===== src/rtl/add_seq_pkg.sv =====
// Shared definitions for the byte-serial add/sub controller: FSM encoding,
// slice width and a counter-width helper.
package add_seq_pkg;

    localparam int unsigned SLICE_W = 8;

    typedef enum logic [1:0] {
        IDLE = 2'd0,
        RUN  = 2'd1,
        DONE = 2'd2
    } state_t;

    // Width of a counter that indexes n items, never narrower than one bit.
    function automatic int unsigned cnt_w(input int unsigned n);
        return (n > 1) ? $clog2(n) : 1;
    endfunction

endpackage


===== src/rtl/CLA_8bit.sv =====
// 8-bit carry-lookahead slice: byte sum plus group generate/propagate.
// Carry-out is formed by the caller as G | (P & cin).
module CLA_8bit (
    input  logic [7:0] dataA,
    input  logic [7:0] dataB,
    input  logic       cin,
    output logic [7:0] sum,
    output logic       G,
    output logic       P
);

    logic [7:0] g;
    logic [7:0] p;
    logic [7:0] c;
    logic       gg;

    always_comb begin
        g    = dataA & dataB;
        p    = dataA ^ dataB;
        c    = '0;
        c[0] = cin;
        for (int i = 0; i < 7; i++) begin
            c[i+1] = g[i] | (p[i] & c[i]);
        end
        sum = p ^ c;

        // Group generate: carry out of the slice assuming cin = 0.
        gg = 1'b0;
        for (int i = 0; i < 8; i++) begin
            gg = g[i] | (p[i] & gg);
        end
        G = gg;
        P = &p;
    end

endmodule


===== src/rtl/add_seq_ctrl.sv =====
// WIDTH-bit add/subtract built by stepping one 8-bit CLA slice across the
// operands, LSB byte first, with a valid/ready handshake on both sides.
module add_seq_ctrl
    import add_seq_pkg::*;
#(
    parameter int unsigned WIDTH = 32
) (
    input  logic             clock,
    input  logic             reset_n,
    input  logic             in_valid,
    output logic             in_ready,
    input  logic [WIDTH-1:0] op_a,
    input  logic [WIDTH-1:0] op_b,
    input  logic             sub,
    output logic             out_valid,
    input  logic             out_ready,
    output logic [WIDTH-1:0] result,
    output logic             cout,
    output logic             ovf,
    output logic             zero
);

    localparam int unsigned NSLICE = WIDTH / SLICE_W;
    localparam int unsigned KW     = cnt_w(NSLICE);
    localparam int unsigned MSB    = WIDTH - 1;
    localparam logic [KW-1:0] K_LAST = KW'(NSLICE - 1);

    state_t state;
    state_t state_nxt;

    logic [KW-1:0]      k;
    logic [WIDTH-1:0]   a_q;
    logic [WIDTH-1:0]   b_q;
    logic               carry;

    logic               accept_c;
    logic               last_c;
    logic [SLICE_W-1:0] a_byte_c;
    logic [SLICE_W-1:0] b_byte_c;
    logic [SLICE_W-1:0] sum_c;
    logic               g_c;
    logic               p_c;
    logic               cnext_c;
    logic [WIDTH-1:0]   result_nxt_c;

    assign accept_c = in_valid & in_ready;
    assign last_c   = (k == K_LAST);

    always_ff @(posedge clock or negedge reset_n) begin
        if (!reset_n) begin
            state <= IDLE;
        end else begin
            state <= state_nxt;
        end
    end

    always_comb begin
        state_nxt = state;
        case (state)
            IDLE:    if (accept_c)  state_nxt = RUN;
            RUN:     if (last_c)    state_nxt = DONE;
            DONE:    if (out_ready) state_nxt = IDLE;
            default:                state_nxt = IDLE;
        endcase
    end

    // Current byte of the latched operands feeds the shared slice.
    always_comb begin
        a_byte_c = a_q[int'(k)*SLICE_W +: SLICE_W];
        b_byte_c = b_q[int'(k)*SLICE_W +: SLICE_W];
        result_nxt_c = result;
        result_nxt_c[int'(k)*SLICE_W +: SLICE_W] = sum_c;
    end

    CLA_8bit u_cla (
        .dataA (a_byte_c),
        .dataB (b_byte_c),
        .cin   (carry),
        .sum   (sum_c),
        .G     (g_c),
        .P     (p_c)
    );

    assign cnext_c = g_c | (p_c & carry);

    // Datapath and registered handshake/status outputs.
    always_ff @(posedge clock or negedge reset_n) begin
        if (!reset_n) begin
            in_ready  <= 1'b0;
            out_valid <= 1'b0;
            k         <= '0;
            a_q       <= '0;
            b_q       <= '0;
            carry     <= 1'b0;
            result    <= '0;
            cout      <= 1'b0;
            ovf       <= 1'b0;
            zero      <= 1'b0;
        end else begin
            in_ready  <= (state_nxt == IDLE);
            out_valid <= (state_nxt == DONE);
            if (accept_c) begin
                a_q   <= op_a;
                b_q   <= sub ? ~op_b : op_b;
                carry <= sub;
                k     <= '0;
            end else if (state == RUN) begin
                result <= result_nxt_c;
                carry  <= cnext_c;
                if (last_c) begin
                    k    <= '0;
                    cout <= cnext_c;
                    ovf  <= (a_q[MSB] == b_q[MSB]) & (result_nxt_c[MSB] != a_q[MSB]);
                    zero <= ~|result_nxt_c;
                end else begin
                    k <= k + KW'(1);
                end
            end
        end
    end

endmodule


===== config.mk =====
export PLATFORM = sky130hd
export DESIGN_NAME = add_seq_ctrl
export DESIGN_NICKNAME = d
export VERILOG_FILES = /design/src/rtl/add_seq_pkg.sv /design/src/rtl/CLA_8bit.sv /design/src/rtl/add_seq_ctrl.sv
export SDC_FILE = /design/constraint.sdc
export NUM_CORES = 1
export LEC_CHECK = 0
export ABC_CLOCK_PERIOD_IN_PS = 12500
export CORE_AREA = 4 4 102 104
export DETAILED_ROUTE_END_ITERATION = 6
export DIE_AREA = 0 0 106 108
export PLACE_DENSITY = 0.95
export SKIP_LAST_GASP = 1
export SLEW_MARGIN = 30
export SYNTH_ARGS = -nofsm -noshare
export SYNTH_HDL_FRONTEND = slang
export SYNTH_SLANG_ARGS = --single-unit

===== constraint.sdc =====
create_clock -name clock -period 12.5 [get_ports clock]
set_clock_uncertainty 0.1 [all_clocks]
set_input_delay 2.5 -clock clock [delete_from_list [all_inputs] [get_ports clock]]
set_output_delay 2.5 -clock clock [all_outputs]
set_load 0.02 [all_outputs]

==> key figures, run 1 <==
STA
  – Post-route minimum period: 5.14 ns
  – Measured slew at the worst slew-check pin: 0.849 ns
  – Relative slew margins: 43.4%
  – RSZ-0062 raised after global routing: false
  – Crit share post-route: 41.1%
  – Fmax: 0.195 GHz
  – Setup WS post-layout: 7.36 ns
  – Slew Limit Fails: 0
  – Final setup fails: 0
  – Final Hold Fails: 0
  – Worst hold slack: 0.378 ns
  – Setup_tns: 0 ns

Global routing
  – Pin count of the biggest net entering global routing: 100
  – Vias in the first global route: 4398
  – First-pass GRT wire length: 20.8 mm
  – Gr usage total: 23.3%
  – Initial antenna violation count: 0
  – GRT overflow: 0

Hold path
  – Worst hold path type: flop to flop
  – WHS Endpoint: a_q[28]
  – Worst hold path depth: 2
  – Worst Min Path Start: a_q[28]

Run status
  – Outcome: finished, final reports clean

Clock tree
  – H-tree depth: 3
  – Clock Tree Root: clkbuf_8
  – CTS tree: built
  – CTS Hold Bufs: 0
  – Num CTS Buffers: 9
  – Clk Latency, worst-skew pair: 0.37 ns
  – Setup bufs post-CTS: 0
  – CTS-repair resized insts: 0
  – # clock sinks: 106
  – Clock Path Buffers: 2
  – Clk pin slew, worst setup/hold paths: 0.09 ns

Final layout
  – Register area: 0.00265 sq mm
  – Non-filler instance count after layout: 749
  – Cell area after layout: 0.00652 sq mm
  – Layout cells sized above 1: 7.31%
  – FILL cells: 693
  – Final #Nets: 702
  – Multi-input logic area: 0.00239 sq mm
  – Area Overhead vs Synth: 24.9%
  – ANT cells: 0

Worst setup path
  – CP max-delay cell: dfrtp_1
  – Cell mode on critical path: fa_1
  – Worst path depth: 14
  – RR Endpoint: ovf
  – Data required, critical path: 12.60 ns
  – Largest delay share family, worst path: adder cells
  – Max FO, Critical Path: 8
  – Max incr delay on CP: 0.55 ns
  – Crit start category: flop
  – CP endpoint kind: flop
  – WP buf/inv: 2
  – Reg-to-Reg Start: k[0]
  – R2r setup slk: 7.36 ns
  – Worst Setup Path Type: flop to flop
  – Critical Path AT: 5.24 ns
  – CP cell instances: mux4_2, fa_1, inv_1, fa_1, fa_1, fa_1, fa_1, fa_1, fa_1, xor2_1, inv_1, a21oi_1, or3_1, a41oi_1
  – R2R depth: 14

Run
  – Max-cap violations: 0

Synth
  – Top cell type by total area after synthesis: dfrtp_1
  – Synthesized area: 0.00522 sq mm
  – Sequential share of the synthesized area: 50.9%
  – YS warnings: 0
  – Synthesized instance count: 518
  – Post-synth EDFFs: 0
  – Count leader, synth: nand2_1
  – Post-synthesis async set-or-reset flop share: 100%
  – Synth top cells by count: nand2_1 (172), dfrtp_1 (106), o21ai_0 (35)
  – Synth cell types: 44
  – Synthesized area per cell: 10.1 sq um
  – Ys flop type: dfrtp_1
  – Largest cells by area after synthesis: dfrtp_1 (51%), nand2_1 (12%), mux4_2 (6.9%)
  – Mapped Nets: 608
  – Synth top area share: 50.9%
  – Post-synthesis register bit count: 106

Drt
  – Number of vias per cell: 5.49
  – Via Count: 4109
  – ANT nets after route: 0
  – Routed wire length: 12.6 mm
  – Post-route DRC: 0
  – Initial drt markers: 204
  – DRT Pass-1 Iters: 5
  – WL/cell: 16.8 um

Floorplanning
  – Core area: 0.00955 sq mm
  – Std-Cell Rows: 36
  – I/O pin total: 106
  – Width of the die: 106 um
  – Die footprint: 0.0114 sq mm
  – Die outline height: 108 um
  – Initial Utilization: 54.6%

Place
  – Placed insts: 734
  – Post-DP HPWL: 9.59 mm
  – IO buf count: 105
  – Place WS: 7.44 ns
  – RePlAce Congestion: 0.893
  – DP Area: 0.00635 sq mm

Power and ir drop
  – VDD IR-drop max: 155 uV
  – P per Cell Area: 284 mW/mm^2
  – Leakage: 2.87 nW
-- state kept, by name, indices dropped and copies added (netlist names) --
register and cells:
state 2, k 2, ovf 1, out_valid 1, carry 1, in_ready 1
a_q 32, cout 1, result 32, b_q 32, zero 1
-- routing by layer --
metal / part of all wire (%) / up-vias / global-route usage, %
met4: 4.2 / 0 / 10.6
met5: 0 / - / 0
met2: 52 / 175 / 42.0
met3: 6.2 / 41 / 6.03
li1: - / 1926 / -
met1: 38 / 1967 / 26.2
-- cells by family after synthesis --
kind of cell / Yosys count / synth area share [%]
AOI/OAI and AO/OA: 90 / 10.1
xor gates and xnor gates: 33 / 5.54
adders and majority gates: 21 / 6.04
buffers and inverters: 43 / 3.33
DFF: 106 / 50.9
muxes: 18 / 7.34
and+or+nand+nor: 207 / 16.8
-- how the worst max path moves through the flow --
stage / start / end / slack [ns]
after global placement: in_valid / result[23] / 7.42
after CTS: k[0] / ovf / 7.41
final: k[0] / ovf / 7.36
after global routing: k[0] / ovf / 7.17
after detailed placement: in_valid / result[17] / 7.44
after floorplan: k[0] / ovf / 7.81
-- through the flow --
step	power (mW)	util (%)
2_1_floorplan	1.26	-
3_3_place_gp	1.58	66.5
3_5_place_dp	1.65	66.5
4_1_cts	1.84	68.2
5_1_grt	1.98	68.2
6_report	1.85	68.2
-- where the power goes --
group	internal [mW]	leakage (nW)	total, mW	switching (mW)
logic	0.432	1.44	1.05	0.621
clock network	0.0720	0.0794	0.185	0.113
registers	0.498	1.36	0.611	0.113
-- layout make-up --
cell class | instances | area share (%)
clock inverters | 4 | 0.461
clock buffers | 11 | 2.02
multi-input cells | 369 | 36.7
flip-flops and latches | 106 | 40.7
inverters | 17 | 0.979
repair buffers | 109 | 16.5
well taps | 133 | 2.55
-- layout by cell type, fill, tap and decap left out, types with 7 or more instances in the layout --
cell type / n
a21oi_1: 15
fa_1: 7
inv_1: 16
mux4_2: 16
nor4_1: 7
dfrtp_1: 106
nand2_1: 171
o21ai_1: 16
clkbuf_8: 9
o21ai_0: 35
o31ai_1: 14
xnor2_1: 32
clkdlybuf4s50_1: 103
nor2_1: 7
ha_1: 14
-- worst register-to-register path, delay by kind of cell, from the launching register on --
kind                       cells  cell delay, ns
adders and majority gates      7            2.65
muxes                          1            0.46
and+or+nand+nor                1            0.14
xor gates and xnor gates       1            0.53
buffers and inverters          2            0.15
AOI/OAI and AO/OA              2            0.38
DFF                            1            0.55
(Power assumes the default switching activity.)
==> inputs of run 2 (changes only) <==
Settings changed: ABC_CLOCK_PERIOD_IN_PS 12500 to 5100, CORE_AREA 4 4 102 104 to 4 4 106 108, DIE_AREA 0 0 106 108 to 0 0 110 112, PLACE_DENSITY 0.95 to 0.89.
Clock period 12.5 ns to 5.1 ns, I/O delays scaled along.
==> run 2 against run 1 <==
- die area increased by 7.6%
- combinational power rose by 140%
- total power increased by 150%
- clock power increased to 2.8 times the previous value
- via count about the same
- register-to-register slack got worse by 6.9 ns
- final cell count increased by 1.1%
- highest routed layer unchanged
- largest power group unchanged
- non-clock buffer count up 5
- global-route usage fell by 2.8 points
==> key figures, run 2 (synthesis results as in run 1) <==
Run status
  – Outcome: finished, final reports clean

STA
  – Relative slew margins: 40.9%
  – Final Hold Fails: 0
  – Setup_tns: 0 ns
  – Crit share post-route: 91.4%
  – Post-route minimum period: 4.66 ns
  – Final setup fails: 0
  – RSZ-0062 raised after global routing: false
  – Fmax: 0.215 GHz
  – Measured slew at the worst slew-check pin: 0.886 ns
  – Slew Limit Fails: 0

Global routing
  – Gr usage total: 20.5%
  – First-pass GRT wire length: 20.1 mm
  – Pin count of the biggest net entering global routing: 99
  – Initial antenna violation count: 0
  – Vias in the first global route: 4206
  – GRT overflow: 0

Hold path
  – Worst hold path type: flop to flop
  – Worst Min Path Start: a_q[0]

Final layout
  – Final #Nets: 707
  – Largest regs: a_q: 32 flops, b_q: 32 flops, result: 32 flops
  – Most frequent cells in the layout: nand2_1 (171), dfrtp_1 (106), clkdlybuf4s50_1 (103), o21ai_0 (35), xnor2_1 (32)
  – Commonest non-fill, non-tap cell in the layout: nand2_1
  – Fin util: 64.4%
  – Layout cells sized above 1: 8.21%
  – Area Overhead vs Synth: 26.4%
  – FILL cells: 791
  – ANT cells: 0
  – Non-filler instance count after layout: 757

Worst setup path
  – CP endpoint kind: flop
  – Max FO, Critical Path: 9
  – Reg-to-Reg Start: k[1]
  – Worst Setup Path Type: flop to flop
  – Worst Setup SP: k[1]
  – Critical Path AT: 4.87 ns
  – Crit start category: flop
  – Data required, critical path: 5.31 ns

Floorplanning
  – Die outline height: 112 um
  – Die footprint: 0.0123 sq mm
  – Width of the die: 110 um
  – Core area: 0.0102 sq mm
  – Std-Cell Rows: 37
  – Initial Utilization: 51.0%
  – I/O pin total: 106

Clock tree
  – Setup bufs post-CTS: 0
  – CTS tree: built
  – CTS Hold Bufs: 0
  – Clk Latency, worst-skew pair: 0.36 ns
  – # clock sinks: 106
  – Clock Path Buffers: 2
  – Clk pin slew, worst setup/hold paths: 0.10 ns
  – Num CTS Buffers: 9
  – CTS-repair resized insts: 0
  – H-tree depth: 3
  – Clock Tree Root: clkbuf_8

Power and ir drop
  – Sw power: 2.01 mW
  – Comb power frac: 55.8%
  – Clock share of power: 11.5%
  – Internal power: 2.56 mW
  – Sw Share: 43.9%
  – VDD IR-drop max: 478 uV
  – Seq pwr share: 32.8%
  – P per Cell Area: 693 mW/mm^2
  – Leakage: 2.92 nW

Place
  – RePlAce Congestion: 0.856
  – Post-DP HPWL: 9.56 mm
  – IO buf count: 105
  – Placed insts: 742

Drt
  – ANT nets after route: 0
  – Number of vias per cell: 5.43
  – WL/cell: 15.9 um
  – DRT Pass-1 Iters: 4
  – Initial drt markers: 198
  – Via Count: 4111
  – Routed wire length: 12.0 mm
  – Post-route DRC: 0

Run
  – Max-cap violations: 0
==> run 2: final timing paths <==
path	cells after the start	end	slack, ns
max in group asynchronous	2	k[1]	3.24
hold / removal	2	a_q[0]	0.39
hold reg to reg	2	a_q[0]	0.39
min in group asynchronous	1	a_q[7]	0.63
setup / recovery	14	zero	0.44
setup reg to reg	14	zero	0.44
==> run 2: area by class of cell <==
class	instances	area (sq um)	area share, %
timing repair buffer	114	1110	16.9
tap	136	170	2.58
clock buffer	11	151	2.30
sequential	106	2650	40.2
inverter	17	63.8	0.968
multi-input combinational	369	2390	36.3
clock inverter	4	51.3	0.778
==> run 2: critical path, cell delays in order (launching register included) <==
cell	delay [ns]
dfrtp_1	0.59
buf_4	0.24
mux4_2	0.23
inv_1	0.06
fa_1	0.46
fa_1	0.40
fa_1	0.38
fa_1	0.40
fa_1	0.40
fa_1	0.61
nand4b_1	0.14
nor2_1	0.13
a21oi_1	0.09
nor4_2	0.27
a21o_1	0.12
==> run 2: metal layers <==
metal | GRT usage, % | vias up | wire, um
met3 | 2.90 | 21 | 630
met1 | 26.9 | 2004 | 4980
met2 | 35.2 | 153 | 6220
met4 | 5.90 | 0 | 208
met5 | 0 | - | 0
li1 | - | 1933 | -
==> run 2: power groups by stage <==
stage | Combinational, mW | Clock, mW | Sequential (mW)
after floorplan | 1.52 | 0 | 1.57
after detailed placement | 2.55 | 0 | 1.51
final | 2.55 | 0.525 | 1.50
after CTS | 2.55 | 0.526 | 1.49
after global routing | 2.81 | 0.567 | 1.54
after global placement | 2.46 | 0 | 1.48
==> run 2: metrics by stage <==
step	worst slack (ns)	hold WS, ns	power (mW)	cell area, sq um
floorplan	0.407	0.340	3.09	5220
global placement	0.603	0.355	3.94	6390
detailed placement	0.500	0.362	4.06	6390
CTS	0.468	0.389	4.57	6590
global route	0.278	0.400	4.92	6590
finish	0.438	0.388	4.57	6590
==> inputs of run 3 (changes only) <==
Settings changed: ABC_CLOCK_PERIOD_IN_PS 5100 to 5200, CORE_AREA 4 4 106 108 to 2 2 104 106, DIE_AREA 0 0 110 112 to 0 0 106 108.
Clock period 5.1 ns to 5.2 ns, I/O delays scaled along.
==> run 3 against run 2 <==
- core utilization decreased by 0.23 points
- sequential power is essentially flat
- flip-flop and latch count did not move
- sequential share of layout area up 0.15 points
- fmax decreased by 2.8%
- final cell count fell by 0.13%
- critical endpoint is now ovf
- highest routed layer unchanged
==> key figures, run 3 (synthesis results as in run 1) <==
Worst setup path
  – Max FO, Critical Path: 16
  – Worst Setup Path Type: flop to flop
  – Critical Path AT: 4.91 ns
  – Largest delay share family, worst path: adder cells
  – Crit start category: flop
  – CP max-delay cell: dfrtp_1
  – WP buf/inv: 3
  – Cell mode on critical path: fa_1
  – Max incr delay on CP: 0.47 ns
  – CP cell instances: buf_4, mux4_2, inv_1, fa_1, fa_1, fa_1, fa_1, fa_1, fa_1, xor2_1, inv_1, a21oi_1, or3_1, a41oi_1
  – Data required, critical path: 5.31 ns
  – CP endpoint kind: flop

STA
  – Fmax: 0.208 GHz
  – Final setup fails: 0
  – Final Hold Fails: 0
  – RSZ-0062 raised after global routing: false
  – Setup_tns: 0 ns
  – Crit share post-route: 92.3%
  – Relative slew margins: 42.3%
  – Post-route minimum period: 4.80 ns
  – Slew Limit Fails: 0
  – Measured slew at the worst slew-check pin: 0.865 ns
  – Worst hold slack: 0.384 ns

Run status
  – Outcome: finished, final reports clean

Clock tree
  – Clk Latency, worst-skew pair: 0.37 ns
  – Setup bufs post-CTS: 0
  – Num CTS Buffers: 9
  – Clock Path Buffers: 2
  – Clock Tree Root: clkbuf_8
  – CTS-repair resized insts: 0
  – CTS Hold Bufs: 0
  – H-tree depth: 3
  – CTS tree: built
  – # clock sinks: 106
  – Clk pin slew, worst setup/hold paths: 0.10 ns

Global routing
  – Pin count of the biggest net entering global routing: 99
  – Vias in the first global route: 4270
  – GRT overflow: 0
  – Gr usage total: 22.6%
  – Initial antenna violation count: 0
  – First-pass GRT wire length: 20.1 mm

Final layout
  – Layout cells sized above 1: 7.74%
  – Commonest non-fill, non-tap cell in the layout: nand2_1
  – Area Overhead vs Synth: 25.9%
  – ANT cells: 0
  – Largest regs: a_q: 32 flops, b_q: 32 flops, result: 32 flops
  – Final #Nets: 705
  – Most frequent cells in the layout: nand2_1 (171), dfrtp_1 (106), clkdlybuf4s50_1 (103), o21ai_0 (35), xnor2_1 (32)
  – FILL cells: 772

Power and ir drop
  – Sw power: 1.99 mW
  – Clock share of power: 11.3%
  – Internal power: 2.46 mW
  – P per Cell Area: 679 mW/mm^2
  – VDD IR-drop max: 328 uV
  – Leakage: 2.90 nW
  – Sw Share: 44.7%
  – Seq pwr share: 33.0%
  – Comb power frac: 55.7%

Drt
  – Initial drt markers: 253
  – Routed wire length: 12.1 mm
  – DRT Pass-1 Iters: 4
  – Number of vias per cell: 5.35
  – ANT nets after route: 0
  – Via Count: 4041
  – WL/cell: 16.0 um
  – Post-route DRC: 0

Floorplanning
  – Core area: 0.0102 sq mm
  – Std-Cell Rows: 37
  – Width of the die: 106 um
  – Die outline height: 108 um
  – Initial Utilization: 51.0%
  – Die footprint: 0.0114 sq mm
  – I/O pin total: 106

Place
  – IO buf count: 105
  – RePlAce Congestion: 0.892
  – Post-DP HPWL: 9.18 mm

Run
  – Max-cap violations: 0

Hold path
  – Worst hold path type: flop to flop
run 3: routing by layer:
layer	vias up	track usage (%)	routed length, um
li1	1941	-	-
met1	1930	28.0	5050
met2	141	39.4	6200
met3	29	3.32	509
met4	0	10.4	324
met5	-	0	0
run 3: power groups by stage:
stage               Sequential, mW  Clock (mW)  Combinational, mW
floorplan                     1.54           0               1.49
global placement              1.45           0               2.35
detailed placement            1.48           0               2.46
CTS                           1.47       0.510               2.47
global route                  1.51       0.546               2.71
finish                        1.47       0.505               2.48
run 3: worst register-to-register path, stage by stage (launching register included):
cell     delay [ns]
dfrtp_1        0.47
buf_4          0.25
mux4_2         0.38
inv_1          0.06
fa_1           0.43
fa_1           0.41
fa_1           0.40
fa_1           0.40
fa_1           0.39
fa_1           0.38
xor2_1         0.39
inv_1          0.09
a21oi_1        0.24
or3_1          0.15
a41oi_1        0.12
run 3: cell type report:
type / instances / area [sq um] / share of cell area (%)
clock buffers: 11 / 131 / 2.00
clock inverters: 5 / 62.6 / 0.952
inverters: 17 / 63.8 / 0.971
multi-input cells: 369 / 2390 / 36.4
flip-flops and latches: 106 / 2650 / 40.4
well taps: 136 / 170 / 2.59
repair buffers: 112 / 1100 / 16.7
run 3: final timing paths:
path | start | to | slack, ns | depth (start not counted)
max in group asynchronous | reset_n | a_q[23] | 3.30 | 2
setup / recovery | k[0] | ovf | 0.40 | 14
setup reg to reg | k[0] | ovf | 0.40 | 14
hold reg to reg | a_q[26] | a_q[26] | 0.38 | 2
min in group asynchronous | reset_n | a_q[28] | 0.61 | 1
hold / removal | a_q[26] | a_q[26] | 0.38 | 2
run 3: metrics by stage:
step / setup WS, ns / util (%) / std cells / power [mW] / cell area, sq um
6_report: 0.402 / 64.2 / 756 / 4.46 / 6570
4_1_cts: 0.386 / 64.2 / 756 / 4.45 / 6570
5_1_grt: 0.137 / 64.2 / 756 / 4.77 / 6570
3_5_place_dp: 0.403 / 62.3 / 740 / 3.94 / 6370
3_3_place_gp: 0.569 / 62.3 / 740 / 3.80 / 6370
2_1_floorplan: 0.507 / - / 518 / 3.03 / 5220
